### src/rtl/td4_io_pkg.sv
// Shared types and constants for the TD4 input conditioning slice.
package td4_io_pkg;

  localparam int unsigned TD4_DATA_W = 4;

  typedef enum logic {
    DB_IDLE,
    DB_COUNT
  } db_state_e;

endpackage

### src/rtl/td4_debounce_bit.sv
// Single-bit debouncer: output follows the synced input only after it has
// differed for DEBOUNCE_CYCLES consecutive clock edges.
module td4_debounce_bit
  import td4_io_pkg::*;
#(
  parameter int unsigned DEBOUNCE_CYCLES = 16
) (
  input  logic clk,
  input  logic reset,
  input  logic sync_in,
  output logic out,
  output logic busy,
  output logic update
);

  localparam int unsigned CntW = $clog2(DEBOUNCE_CYCLES + 1);
  localparam logic [CntW-1:0] CntLast = CntW'(DEBOUNCE_CYCLES - 1);
  localparam logic [CntW-1:0] CntOne = CntW'(1);

  db_state_e       state_q;
  logic [CntW-1:0] cnt_q;
  logic            out_q;
  logic            differ;

  assign differ = sync_in != out_q;

  // Strobe on the edge where out_q takes the new value.
  always_comb begin
    update = 1'b0;
    if (differ) begin
      if (DEBOUNCE_CYCLES == 1) begin
        update = 1'b1;
      end else if (state_q == DB_COUNT && cnt_q == CntLast) begin
        update = 1'b1;
      end
    end
  end

  always_ff @(posedge clk or negedge reset) begin
    if (!reset) begin
      state_q <= DB_IDLE;
      cnt_q   <= '0;
      out_q   <= 1'b0;
    end else begin
      unique case (state_q)
        DB_IDLE: begin
          cnt_q <= '0;
          if (differ) begin
            if (DEBOUNCE_CYCLES == 1) begin
              out_q <= sync_in;
            end else begin
              state_q <= DB_COUNT;
              cnt_q   <= CntOne;
            end
          end
        end
        DB_COUNT: begin
          if (!differ) begin
            state_q <= DB_IDLE;
            cnt_q   <= '0;
          end else if (cnt_q == CntLast) begin
            out_q   <= sync_in;
            state_q <= DB_IDLE;
            cnt_q   <= '0;
          end else begin
            cnt_q <= cnt_q + CntOne;
          end
        end
        default: begin
          state_q <= DB_IDLE;
          cnt_q   <= '0;
        end
      endcase
    end
  end

  assign out  = out_q;
  assign busy = state_q == DB_COUNT;

endmodule

### src/rtl/td4_input_cond.sv
// TD4 input conditioning: 2-flop sync, per-bit debounce, change/busy status.
// Optional sticky rising-edge flags when TD4_INPUT_EDGE_LATCH_EN is defined.
module td4_input_cond
  import td4_io_pkg::*;
#(
  parameter int unsigned WIDTH           = TD4_DATA_W,
  parameter int unsigned DEBOUNCE_CYCLES = 16
) (
  input  logic             clk,
  input  logic             reset,
  input  logic [WIDTH-1:0] raw_in,
  output logic [WIDTH-1:0] inp_out,
  output logic             change,
  output logic             busy
`ifdef TD4_INPUT_EDGE_LATCH_EN
  ,
  input  logic             clr_flags,
  output logic [WIDTH-1:0] rise_flags
`endif
);

  logic [WIDTH-1:0] s1_q, s2_q;
  logic [WIDTH-1:0] bit_busy;
  logic [WIDTH-1:0] bit_update;
  logic             change_q;

  always_ff @(posedge clk or negedge reset) begin
    if (!reset) begin
      s1_q <= '0;
      s2_q <= '0;
    end else begin
      s1_q <= raw_in;
      s2_q <= s1_q;
    end
  end

  for (genvar i = 0; i < WIDTH; i++) begin : g_bit
    td4_debounce_bit #(
      .DEBOUNCE_CYCLES(DEBOUNCE_CYCLES)
    ) u_bit (
      .clk    (clk),
      .reset  (reset),
      .sync_in(s2_q[i]),
      .out    (inp_out[i]),
      .busy   (bit_busy[i]),
      .update (bit_update[i])
    );
  end

  // Simultaneous bit updates collapse into one pulse.
  always_ff @(posedge clk or negedge reset) begin
    if (!reset) begin
      change_q <= 1'b0;
    end else begin
      change_q <= |bit_update;
    end
  end

  assign change = change_q;
  assign busy   = |bit_busy;

`ifdef TD4_INPUT_EDGE_LATCH_EN
  logic [WIDTH-1:0] rise_q;

  // A rise landing on the clear edge is kept.
  always_ff @(posedge clk or negedge reset) begin
    if (!reset) begin
      rise_q <= '0;
    end else begin
      rise_q <= (clr_flags ? '0 : rise_q) | (bit_update & s2_q);
    end
  end

  assign rise_flags = rise_q;
`endif

endmodule

### config.mk
export PLATFORM = sky130hd
export DESIGN_NAME = td4_input_cond
export DESIGN_NICKNAME = d
export VERILOG_FILES = /design/src/rtl/td4_io_pkg.sv /design/src/rtl/td4_debounce_bit.sv /design/src/rtl/td4_input_cond.sv
export SDC_FILE = /design/constraint.sdc
export NUM_CORES = 1
export LEC_CHECK = 0
export CORE_AREA = 2 2 49 60
export CTS_CLUSTER_SIZE = 28
export DETAILED_ROUTE_END_ITERATION = 10
export DIE_AREA = 0 0 51 62
export PLACE_DENSITY = 0.82
export SYNTH_ARGS = -nofsm -noshare
export SYNTH_HDL_FRONTEND = slang
export SYNTH_SLANG_ARGS = --single-unit
### constraint.sdc
create_clock -name clk -period 3.74 [get_ports clk]
set_input_delay 0.935 -clock clk [delete_from_list [all_inputs] [get_ports clk]]
set_output_delay 0.935 -clock clk [all_outputs]
set_load 0.02 [all_outputs]
# --- Word level (Yosys, flattened, before mapping) ---
# Cells that the tools add are included.
totals:
  register_bits: 37
  latch_bits: 0
  mem_bits_rw: 0
  mem_bits_ro: 0
  input_bits: 6
  output_inout_bits: 6
  wordCells: 81
  n_memories: 0
classes:
  n_addsub: 4
  mul: 0
  div: 0
  magnitude_cmp: 0
  n_eq_ne: 8
  n_shift: 0
  mux: 40
  n_bitwise: 4
  reduce_logical: 10
ops:
  columns: ["cell", "n"]
  rows:
  - ["$mux W5", 8]
  - ["$pmux W5 S2", 4]
  - ["$mux W1", 24]
  - ["$add A5 B1 Y5 const B", 4]
  - ["$eq A5 B4 Y1 const B", 4]
  - ["$reduce_and A3 Y1", 4]
  - ["$pmux W1 S2", 4]
  - ["$reduce_or A4 Y1", 2]
  - ["$logic_and A1 B1 Y1", 4]
  - ["$ne A1 B1 Y1", 4]
  - ["$not A1 Y1", 4]

# --- Longest topological paths before layout ---
logic_depth:
  ltp_word: 5
  ltp_mapped: 4
  depth_no_buf: 4

# --- Hierarchy ---
# A second synthesis with hierarchy kept.
unflattened:
  hier_cells: 115
  hier_area_um2: 1481.4
modules_own_cells:
  columns: ["module", "n_inst", "cells_per_inst", "area_per_inst_um2", "seq_area_each_um2"]
  rows:
  - ["td4_debounce_bit", 4, 26, 310.3, 175.2]
  - ["td4_input_cond", 1, 11, 240.2, 225.2]

# --- Least setup slack after synthesis ---
# No wires, ideal clock.
synth_path:
  kind: "flip-flop to output port"
  from: "register g_bit[3].u_bit.state_q"
  to: "output busy"
  arrival_time_ns: 1.033
  required_ns: 2.805
  slack_ns: 1.772
  stages_incl_launch_ff: 2
  path_buffers: 0
  path_cell_list: "dfrtp_1 > or4_1"
synth_between:
  elab_chain_cells: 1
synth_rtl:
  columns: ["item", "line", "text"]
  rows:
  - ["start, declared", "td4_debounce_bit.sv:20", "db_state_e state_q;"]
  - ["start signal, assigned", "td4_debounce_bit.sv:41", "state_q <= DB_IDLE;"]
  - ["start signal, assigned", "td4_debounce_bit.sv:52", "state_q <= DB_COUNT;"]
  - ["start signal, assigned", "td4_debounce_bit.sv:59", "state_q <= DB_IDLE;"]
  - ["$reduce_or A4 Y1", "td4_input_cond.sv:60", "assign busy = |bit_busy;"]
  - ["end, declared", "td4_input_cond.sv:14", "output logic busy"]
# Every way passes these cells.

# --- Worst setup path in the final report ---
# Ends and elaborated chain as after synthesis.

==> key figures <==
Layout
  – Layout cells sized above 1: about an eighth
  – Non-filler instance count after layout: roughly 170
  – Net count, final: roughly 140
  – Syn-to-layout area delta: 11.9%
  – Number of antenna diodes: 0
  – Filler Cell Count: ~210

Timing
  – Worst Tran Pin Value: 0.440 ns
  – Share of the clock period used by the worst path after layout: about three quarters
  – Final worst slack: just over 0.9 ns
  – Setup repair after global routing missed its margin: no
  – Number of slew-limit violations in the final report: 0
  – Final worst path period need: roughly 2.8 ns
  – Final setup violation count: 0
  – Max Clock Skew: about 0.011 ns
  – Final setup TNS: 0 ns
  – Headroom to the max-slew limit: 70.7%
  – Count of endpoints failing hold in the final timing report: 0
  – Fmax: ~360 MHz

Global routing
  – GRT Resource Usage Total: 17.4%
  – Largest net degree at the start of global routing: 38
  – Global-route wire length before repair: slightly below 4 mm
  – Number of global-route vias before repair: just over 900
  – GRT overflow: 0
  – Initial antenna violation count: 0

Worst setup path
  – Crit. End Element: output pin
  – Reg-to-reg startpoint: g_bit[1].u_bit.cnt_q[0]$_DFF_PN0_
  – Worst R2R End: g_bit[1].u_bit.out$_DFFE_PN0P_
  – Critical path data required time: about 2.8 ns
  – Cell depth of the worst flop-to-flop path: 4
  – Startpoint-to-endpoint class of the critical path: flop to output pin
  – Worst Path Max Fanout: 5
  – Worst reg-to-reg setup slack: 2.34 ns
  – Crit path launch: g_bit[3].u_bit.busy$_DFF_PN0_
  – Nature of the critical path startpoint: flop
  – Crit path arrival time: ~1.9 ns

Routing
  – Via count normalized by instance count: around 5.2
  – ANT nets after route: 0
  – First-pass iteration count of the detailed router: 4
  – Post-detailed-routing wire length: approximately 2.2 mm
  – DRC violation total after the first TritonRoute iteration: 25
  – Drc violations: 0
  – Vias after detailed routing: 884
  – Final routed wire length divided by cell count: around 13 um

Clock network
  – Level count of the clock H-tree: 2
  – Clock-pin slew of the registers on the worst-case setup and hold paths: 0.09 ns
  – Number of CTS-inserted buffers: 5
  – Root Driver: sky130_fd_sc_hd__clkbuf_4
  – Setup repair bufs after CTS: 0
  – Cts repair resizes: 0
  – # hold bufs at CTS: 0
  – CTS Buffer Depth: 2
  – Clock latency reported for the late side of the worst-skew pair: 0.34 ns
  – TritonCTS clock tree: built
  – # clock sinks: 37

Floorplan
  – Placement row count: 21
  – Total core area: 2650 sq um
  – Width of the die: ~50 um
  – Die height: a little over 60 um
  – Io pins: 12
  – Starting density of the core: 56.7%
  – Die Footprint: between 3000 and 4000 sq um

Power and ir drop
  – LEAKAGE: 0.751 nW
  – Power density over the cells: slightly below 400 nW/um^2
  – Total power of the final layout: approximately 0.00065 W
  – Max rail drop VDD: approximately 260 uV

Place
  – HPWL Detailed: 1.54 mm
  – Number of placed instances, taps included: 161
  – GPL Wtd Cong: roughly 0.73
  – Post-place setup slack: approximately 1.3 ns
  – Number of buffers inserted by port buffering: 11

Yosys
  – Net count after synthesis: approximately 130
  – Flip-flop and latch count after synthesis: 37
  – Share of synthesized registers carrying an async set or reset: between 90% and 100%
  – Synthesized instance count: roughly 120
  – Prevailing post-synth register cell: sky130_fd_sc_hd__dfrtp_1
  – Number of enable flip-flop cells after synthesis: 0
  – Mean post-synth cell area: 12.6 sq um
  – Seq/Total Area, Yosys: between 60% and 70%
  – Syn. warnings: 0
  – Most frequent cells after synthesis: sky130_fd_sc_hd__dfrtp_1 (37), sky130_fd_sc_hd__nand3_1 (12)
  – Number of library cell types mapped by synthesis: 18
  – Largest area contributor in the synthesized netlist: sky130_fd_sc_hd__dfrtp_1
  – Most instantiated library cell after synthesis: sky130_fd_sc_hd__dfrtp_1
  – Main area contributors after synthesis: sky130_fd_sc_hd__dfrtp_1 (62%), sky130_fd_sc_hd__xor2_1 (4.7%), sky130_fd_sc_hd__nand3_1 (4.0%), sky130_fd_sc_hd__mux2_4 (4.0%), sky130_fd_sc_hd__and4b_4 (3.7%)
  – Syn Std Cell Area: roughly 1500 sq um
  – Portion of synthesized cell area occupied by the leading cell type: 61.6%

Run status
  – Outcome: finished, final reports clean

Worst hold path
  – Launch instance of the worst min-delay path: s1_q[3]$_DFF_PN0_
  – Min-Delay Path Depth: 0
  – Worst min-delay path endpoint: s2_q[3]$_DFF_PN0_
  – Hold/Removal Path Class: flop to flop

Run
  – Max_cap viols: 0
-- state kept, by name (all words and copies together) (netlist names) --
| name | cells |
|---|---|
| s2_q | 4 |
| change | 1 |
| s1_q | 4 |
| g_bit.u_bit.cnt_q | 20 |
| g_bit.u_bit.busy | 4 |
| g_bit.u_bit.out | 4 |
-- area by class of cell --
class / count / area, sq um / area share, %
tap: 34 / 42.5 / 2.53
timing repair buffer: 12 / 118 / 6.99
clock buffer: 8 / 48.8 / 2.90
sequential: 37 / 926 / 55.0
multi-input combinational: 78 / 548 / 32.6
-- logic make-up after synthesis --
| logic type | Yosys count | share of synthesized area [%] |
|---|---|---|
| xor+xnor | 12 | 6.99 |
| mux | 4 | 3.99 |
| simple gates | 54 | 20.8 |
| flops | 37 | 61.6 |
| fa+ha+maj | 4 | 3.33 |
| buf+inv | 4 | 2.00 |
| compound gates | 4 | 1.33 |
-- per-layer routing --
metal	vias to the layer above	routed length (um)	global-route usage, %
met5	-	0	0
met4	0	31	6.95
met3	3	88	7.18
met2	14	1030	28.6
met1	431	1050	20.6
li1	436	-	-
-- metrics by stage --
step / hold WS [ns] / instance area, sq um / utilization (%)
after CTS: 0.357 / 1680 / 63.4
final: 0.355 / 1680 / 63.4
after detailed placement: 0.335 / 1630 / 61.6
after global placement: 0.334 / 1630 / 61.6
after global routing: 0.363 / 1680 / 63.4
after floorplan: 0.331 / 1500 / -
-- layout by cell type, fill, tap and decap left out, types with 5 or more instances in the layout --
cell / synthesis / final
sky130_fd_sc_hd__nand3_1: 12 / 12
sky130_fd_sc_hd__xor2_1: 8 / 8
sky130_fd_sc_hd__nand2_1: 8 / 8
sky130_fd_sc_hd__and2_1: 8 / 8
sky130_fd_sc_hd__nor2_1: 8 / 8
sky130_fd_sc_hd__clkbuf_4: 0 / 5
sky130_fd_sc_hd__dfrtp_1: 37 / 37
sky130_fd_sc_hd__clkdlybuf4s50_1: 0 / 11
-- how the worst max path moves through the flow --
stage / slack (ns) / cells past startpoint / to
floorplan: 1.77 / 1 / busy
global placement: 1.32 / 2 / busy
detailed placement: 1.30 / 2 / busy
CTS: 0.91 / 2 / busy
global route: 0.85 / 2 / busy
finish: 0.94 / 2 / busy
-- critical path, cell delays in order, from the launching register on --
cell                              delay (ns)
sky130_fd_sc_hd__dfrtp_1                0.43
sky130_fd_sc_hd__or4_1                  0.55
sky130_fd_sc_hd__clkdlybuf4s50_1        0.55
-- power by group --
group | leakage [nW] | switching, W | internal [W]
clock | 0.0265 | 0.000118 | 0.0000749
combinational | 0.244 | 0.0000174 | 0.0000151
sequential | 0.480 | 0.00000986 | 0.000412
total | 0.751 | 0.000145 | 0.000502
(Power assumes the default switching activity.)
